===== src/rtl/inst_queue.sv =====
// inst_queue: circular two-wide instruction queue between fetch and decode.
// Define INST_QUEUE_BYPASS_EN to forward fetch slots straight to decode when the queue is empty.
module inst_queue #(
  parameter int DEPTH = 8
) (
  input  logic                     clk,
  input  logic                     rst,
  input  logic                     flush_iq_i,
  input  logic                     stall_decoder_inst0_i,
  input  logic                     fetch_valid_i,
  input  logic                     fetch_inst1_valid_i,
  input  logic [63:0]              fetch_pc0_i,
  input  logic [63:0]              fetch_pc1_i,
  input  logic [31:0]              fetch_inst0_i,
  input  logic [31:0]              fetch_inst1_i,
  output logic                     fetch_ready_o,
  output logic                     inst0_f1_valid_o,
  output logic [63:0]              inst0_f1_pc_o,
  output logic [31:0]              inst0_f1_inst_o,
  output logic                     inst1_f1_valid_o,
  output logic [63:0]              inst1_f1_pc_o,
  output logic [31:0]              inst1_f1_inst_o,
  output logic [$clog2(DEPTH):0]   iq_count_o
);
  localparam int AW = $clog2(DEPTH);
  logic [63:0] pc_mem [DEPTH];
  logic [31:0] inst_mem [DEPTH];
  logic [AW-1:0] head, tail, head1;
  logic [AW:0] count;
  logic enq, byp, v0, v1;
  logic [1:0] enq_n, wr_n, deq_n;
  assign head1 = head + AW'(1);
  assign iq_count_o = count;
  assign fetch_ready_o = count <= (AW+1)'(DEPTH - 2);
  assign enq = fetch_valid_i & fetch_ready_o & ~flush_iq_i & ~rst;
`ifdef INST_QUEUE_BYPASS_EN
  assign byp = enq & (count == '0);
`else
  assign byp = 1'b0;
`endif
  // A bypassed packet that decode takes this cycle never touches storage.
  always_comb begin
    enq_n = enq ? (fetch_inst1_valid_i ? 2'd2 : 2'd1) : 2'd0;
    wr_n = (byp & ~stall_decoder_inst0_i) ? 2'd0 : enq_n;
    v0 = ~rst & ~flush_iq_i & (byp | (count != '0));
    v1 = ~rst & ~flush_iq_i & (byp ? fetch_inst1_valid_i : (count >= (AW+1)'(2)));
    deq_n = (stall_decoder_inst0_i | flush_iq_i | byp) ? 2'd0 : {1'b0, v0} + {1'b0, v1};
    inst0_f1_valid_o = v0;
    inst1_f1_valid_o = v1;
    inst0_f1_pc_o = v0 ? (byp ? fetch_pc0_i : pc_mem[head]) : '0;
    inst0_f1_inst_o = v0 ? (byp ? fetch_inst0_i : inst_mem[head]) : '0;
    inst1_f1_pc_o = v1 ? (byp ? fetch_pc1_i : pc_mem[head1]) : '0;
    inst1_f1_inst_o = v1 ? (byp ? fetch_inst1_i : inst_mem[head1]) : '0;
  end
  always_ff @(posedge clk) begin
    if (rst || flush_iq_i) begin
      head <= '0;
      tail <= '0;
      count <= '0;
    end else begin
      if (wr_n != 2'd0) begin
        pc_mem[tail] <= fetch_pc0_i;
        inst_mem[tail] <= fetch_inst0_i;
      end
      if (wr_n == 2'd2) begin
        pc_mem[tail + AW'(1)] <= fetch_pc1_i;
        inst_mem[tail + AW'(1)] <= fetch_inst1_i;
      end
      tail <= tail + AW'(wr_n);
      head <= head + AW'(deq_n);
      count <= count + (AW+1)'(wr_n) - (AW+1)'(deq_n);
    end
  end
endmodule


===== config.mk =====
export PLATFORM = sky130hd
export DESIGN_NAME = inst_queue
export DESIGN_NICKNAME = d
export VERILOG_FILES = /design/src/rtl/inst_queue.sv
export SDC_FILE = /design/constraint.sdc
export NUM_CORES = 2
export LEC_CHECK = 0
export ABC_AREA = 1
export BUFFER_PORTS_ARGS = -buffer_cell sky130_fd_sc_hd__buf_4
export CELL_PAD_IN_SITES_DETAIL_PLACEMENT = 1
export CELL_PAD_IN_SITES_GLOBAL_PLACEMENT = 1
export CORE_MARGIN = 5
export CORE_UTILIZATION = 40
export CTS_BUF_LIST = sky130_fd_sc_hd__clkbuf_4
export CTS_CLUSTER_DIAMETER = 60
export DETAILED_ROUTE_END_ITERATION = 7
export HOLD_SLACK_MARGIN = 0.05
export PLACE_DENSITY_LB_ADDON = 0.1
export REMOVE_ABC_BUFFERS = 1
export SLEW_MARGIN = 5
export SYNTH_ARGS = -nofsm -noshare
export SYNTH_HDL_FRONTEND = slang
export SYNTH_SLANG_ARGS = --single-unit

===== constraint.sdc =====
create_clock -name clk -period 20.6 [get_ports clk]
set_input_delay 2.06 -clock clk [delete_from_list [all_inputs] [get_ports clk]]
set_output_delay 2.06 -clock clk [all_outputs]
set_load 0.005 [all_outputs]

* Yosys cells after proc, flatten, opt, wreduce, memory -nomap -nowiden *
Memory sizes are Yosys's and may differ from the RTL's. A register that Yosys moved wholly into a read port is not among the register bits.
Index checks and enable logic that the tools add are counted.
W data, S select, Z words.

operators by class
  reduce and logical (&&, ||, !) cells = 3
  equality and inequality tests = 1
  multiplexer cells = 15
  add/subtract/negate cells = 7
  magnitude comparators = 2
  bitwise logic cells = 9

operator list
  operator               number
  $mux W64               2
  $mux W32               2
  $add A3 B1 Y3 const B  2
  $add A3 B2 Y3          2
  $and A1 B1 Y1          6
  $mux W1                6
  $mux W2                3
  $mux W3                2
  $add A4 B2 Y4          1
  $ge A4 B2 Y1 const B   1
  $le A4 B3 Y1 const B   1
  $reduce_bool A4 Y1     1
  $sub A4 B2 Y4          1
  $add A1 B1 Y2          1
  $eq A2 B2 Y1 const B   1
  $not A1 Y1             2
  $reduce_bool A2 Y1     1
  $logic_or A1 B1 Y1     1
  $or A1 B1 Y1           1

word-level totals
  memories kept = 2
  output and inout port bits = 199
  RAM bits = 768
  register bits = 10

memories
  memory    depth  bits a word  rd ports  clocked after Yosys merged registers in  wr ports  line  text
  pc_mem    8      64           2         1                                        2         26    logic [63:0] pc_mem [DEPTH];
  inst_mem  8      32           2         1                                        2         27    logic [31:0] inst_mem [DEPTH];

* Longest topological paths before layout *
  depth in word-level cells = 9
  mapped depth = 15
  gate-level depth less buffers = 15

* Worst setup path before layout *
No wires, ideal clock.

  path kind = input to register
  start = input port rst
  end = memory inst_mem[6][0] (enable)
  stages on the path = 7
  path buffers = 2
  data arrival time = 9.492 ns
  path slack = 10.425 ns
  path through = inv_1 > nand2_1 > nor2_1 > nand3_1 > buf_2 > buf_1 > o21ai_0

RTL lines
  element      line  text
  from (decl)  7     input logic rst,
  to (decl)    27

==> metrics.md <==
| Metric | Value |
|---|---|
| Outcome | `finished clean` |
| Worst Tran Pin Value | `1399 ps` |
| Final Hold Viols | `0` |
| Vias in the first global route | `56160` |
| Worst slack, placed | `13520 ps` |
| Slew Viols, Final | `0` |
| Routed Wire Length | `243.2 mm` |
| CTS Buf Count | `225` |
| Int Power | `2.598 mW` |
| Net Sw Frac | `0.2752` |
| WP data required | `18540 ps` |
| WHS | `683.2 ps` |
| Tot Pwr | `3.584 mW` |
| Via Count | `55230` |
| Pwr Density | `59.11 mW/mm2` |
| Die height | `381.8 um` |
| Min-delay src | `tail[2]$_SDFF_PP0_` |
| Final Non-Filler Cells | `9344` |
| Fmax | `122.0 MHz` |
| Area of the multi-input gates | `0.02597 mm2` |
| GRT overflow | `0` |
| Wire per inst | `26.03 um` |
| Worst-Skew Late Latency | `1220 ps` |
| Psw | `0.9864 mW` |
| Max Clock Skew | `61.17 ps` |
| Global-route wire length before repair | `358.8 mm` |
| Detailed Route Iter0 Violations | `4543` |
| Period Utilization, post-route | `0.3979` |
| Post-CTS setup buffer count | `0` |
| Most instantiated library cell after synthesis | `nand2_1` |
| Yosys warnings | `0` |
| Core ar. | `0.1375 mm2` |
| Post-synthesis sequential area ratio | `0.4208` |
| Total GRT Usage | `0.3231` |
| Ys flop type | `edfxtp_1` |
| Clk network pwr share | `0.409` |
| Critical Path Source | `head[0]$_SDFF_PP0_` |
| Placed Instances | `8936` |
| Row Count | `136` |
| Fin Setup TNS | `0 ps` |
| Synth area leader | `edfxtp_1` |
| PortBufs | `396` |
| Startpoint types | `register` |
| Final setup margin | `12400 ps` |
| Die X-Extent | `381.8 um` |
| Layout Utilization | `0.4410` |
| Peak VDD IR | `0.05983 mV` |
| Mean Syn Cell Area | `7.460 um2` |
| Worst reg2reg startpoint | `tail[0]$_SDFF_PP0_` |
| Cells after Synth | `7411` |
| Placement Cell Area | `0.05788 mm2` |
| Worst Path Max Fanout | `119` |
| DR vias/cell | `5.911` |
| Max H-tree Level | `4` |
| Flop pwr share | `0.491` |
| DRT Pass-1 Iters | `6` |
| CTS resizes | `0` |
| Fill cells | `17150` |
| Logic pwr share | `0.100` |
| Max-Cap Viols | `0` |
| Clock root cell | `clkbuf_4` |
| # clock sinks | `778` |
| Worst slew margin | `0.06702` |
| CTS tree | `done` |
| Leak | `24.16 nW` |
| Fin area | `0.06064 mm2` |
| Starting density of the core | `0.4021` |
| DRC viols | `0` |
| Synth top cells by count | `nand2_1 (1933), nand3_1 (1163), o21bai_1 (769)` |
| GPL Wtd Cong | `0.8048` |
| Hold Path Class | `reg2reg` |
| Post-synth EDFFs | `768` |
| Largest net degree at the start of global routing | `287` |
| Largest cells by area after synthesis | `edfxtp_1 (42%), nand2_1 (13%), nand3_1 (11%), o21bai_1 (10%), inv_1 (4.7%)` |
| Post-CTS Hold Buffers | `0` |
| Top cell type's share of synthesized area | `0.4171` |
| Clk slew on worst S/H paths | `60 ps` |
| Final net count | `7582` |
| Yosys cell types | `31` |
| Share of layout cells above drive strength 1 | `0.1143` |
| Die ar. | `0.1457 mm2` |
| Final count of negative-setup-slack endpoints | `0` |
| Synthesized cell area | `0.05529 mm2` |
| Critical path type | `reg2out` |
| Element type at the critical path end | `output port` |
| Post-route ant nets | `0` |
| HPWL after DPL | `124.6 mm` |
| Ys async rst share | `0` |
| Maximum clock insertion buffer count | `3` |
| Register area | `0.02327 mm2` |
| Seq cells post-synth | `778` |
| Data arrival, critical path | `6140 ps` |
| RSZ-0062 raised after global routing | `no` |
| Initial antenna violation count | `17` |
| Layout area overhead | `9.686%` |
| # IOs | `397` |
| Minimum clock period | `8197 ps` |
[power groups by stage]
stage	logic, mW	clock network (mW)	registers (mW)
after floorplan	0.218	0	1.80
after global routing	0.390	1.58	1.76
final	0.359	1.47	1.76
after global placement	0.343	0	1.79
after CTS	0.356	1.49	1.76
after detailed placement	0.355	0	1.79
[final timing paths]
check | cells after the start | to | slack, ps
worst max-delay path | 10 | inst0_f1_pc_o[59] | 12400
worst min-delay path | 2 | tail[2]$_SDFF_PP0_ | 680
worst max register to register | 6 | pc_mem[5][39]$_DFFE_PP_ | 15210
worst min register to register | 2 | tail[2]$_SDFF_PP0_ | 680
[kinds of logic after synthesis]
family          Yosys count  synth area share
simple gates           3618            0.2749
compound gates         1544            0.1876
buf+inv                1452            0.1121
flops                   778            0.4208
fa+ha+maj                15          0.003938
xor+xnor                  4         0.0007696
[worst max-delay path: stages (launching register included)]
cell and delay, ps:
dfxtp_4 980, buf_4 960, buf_4 880, buf_4 980, nand2_1 90, o21ai_0 120
nand2_1 70, nand3_1 110, nand2_1 80, nor2_1 310, buf_4 180
[final cells by class]
class                   count  area share
diodes                     17   0.0007015
multi-input cells        5181      0.4283
clock inverters            71    0.005261
inverters                 706     0.04481
flip-flops and latches    778      0.3838
well taps                1794     0.03702
clock buffers             320     0.03962
repair buffers            477     0.06050
[registers in the layout, summed over array words and instances (netlist names)]
| register | count |
|---|---|
| pc_mem | 512 |
| iq_count_o | 4 |
| head | 3 |
| tail | 3 |
| inst_mem | 256 |
[cells in the final DEF, fill, tap and decap left out, types with 8 or more instances in the layout]
cell / Yosys / layout
a21oi_1: 96 / 96
buf_4: 58 / 470
clkbuf_4: 0 / 320
clkinv_1: 0 / 51
clkinv_2: 0 / 10
diode_2: 0 / 17
edfxtp_1: 768 / 768
ha_1: 11 / 10
inv_1: 693 / 690
inv_2: 13 / 9
inv_6: 0 / 8
nand2_1: 1933 / 1933
nand3_1: 1163 / 1162
nor2_1: 508 / 508
o211ai_1: 285 / 285
o21ai_0: 308 / 306
o21ai_1: 83 / 79
o21bai_1: 769 / 769
[metal layers]
layer  vias up  part of all wire  track usage
li1      24820                 -            -
met1     27650              0.42       0.4246
met4         2             0.038       0.1281
met2      2252              0.47       0.5367
met5         -          0.000053            0
met3       499             0.074      0.04860
Power figures use the tool's default switching activity.
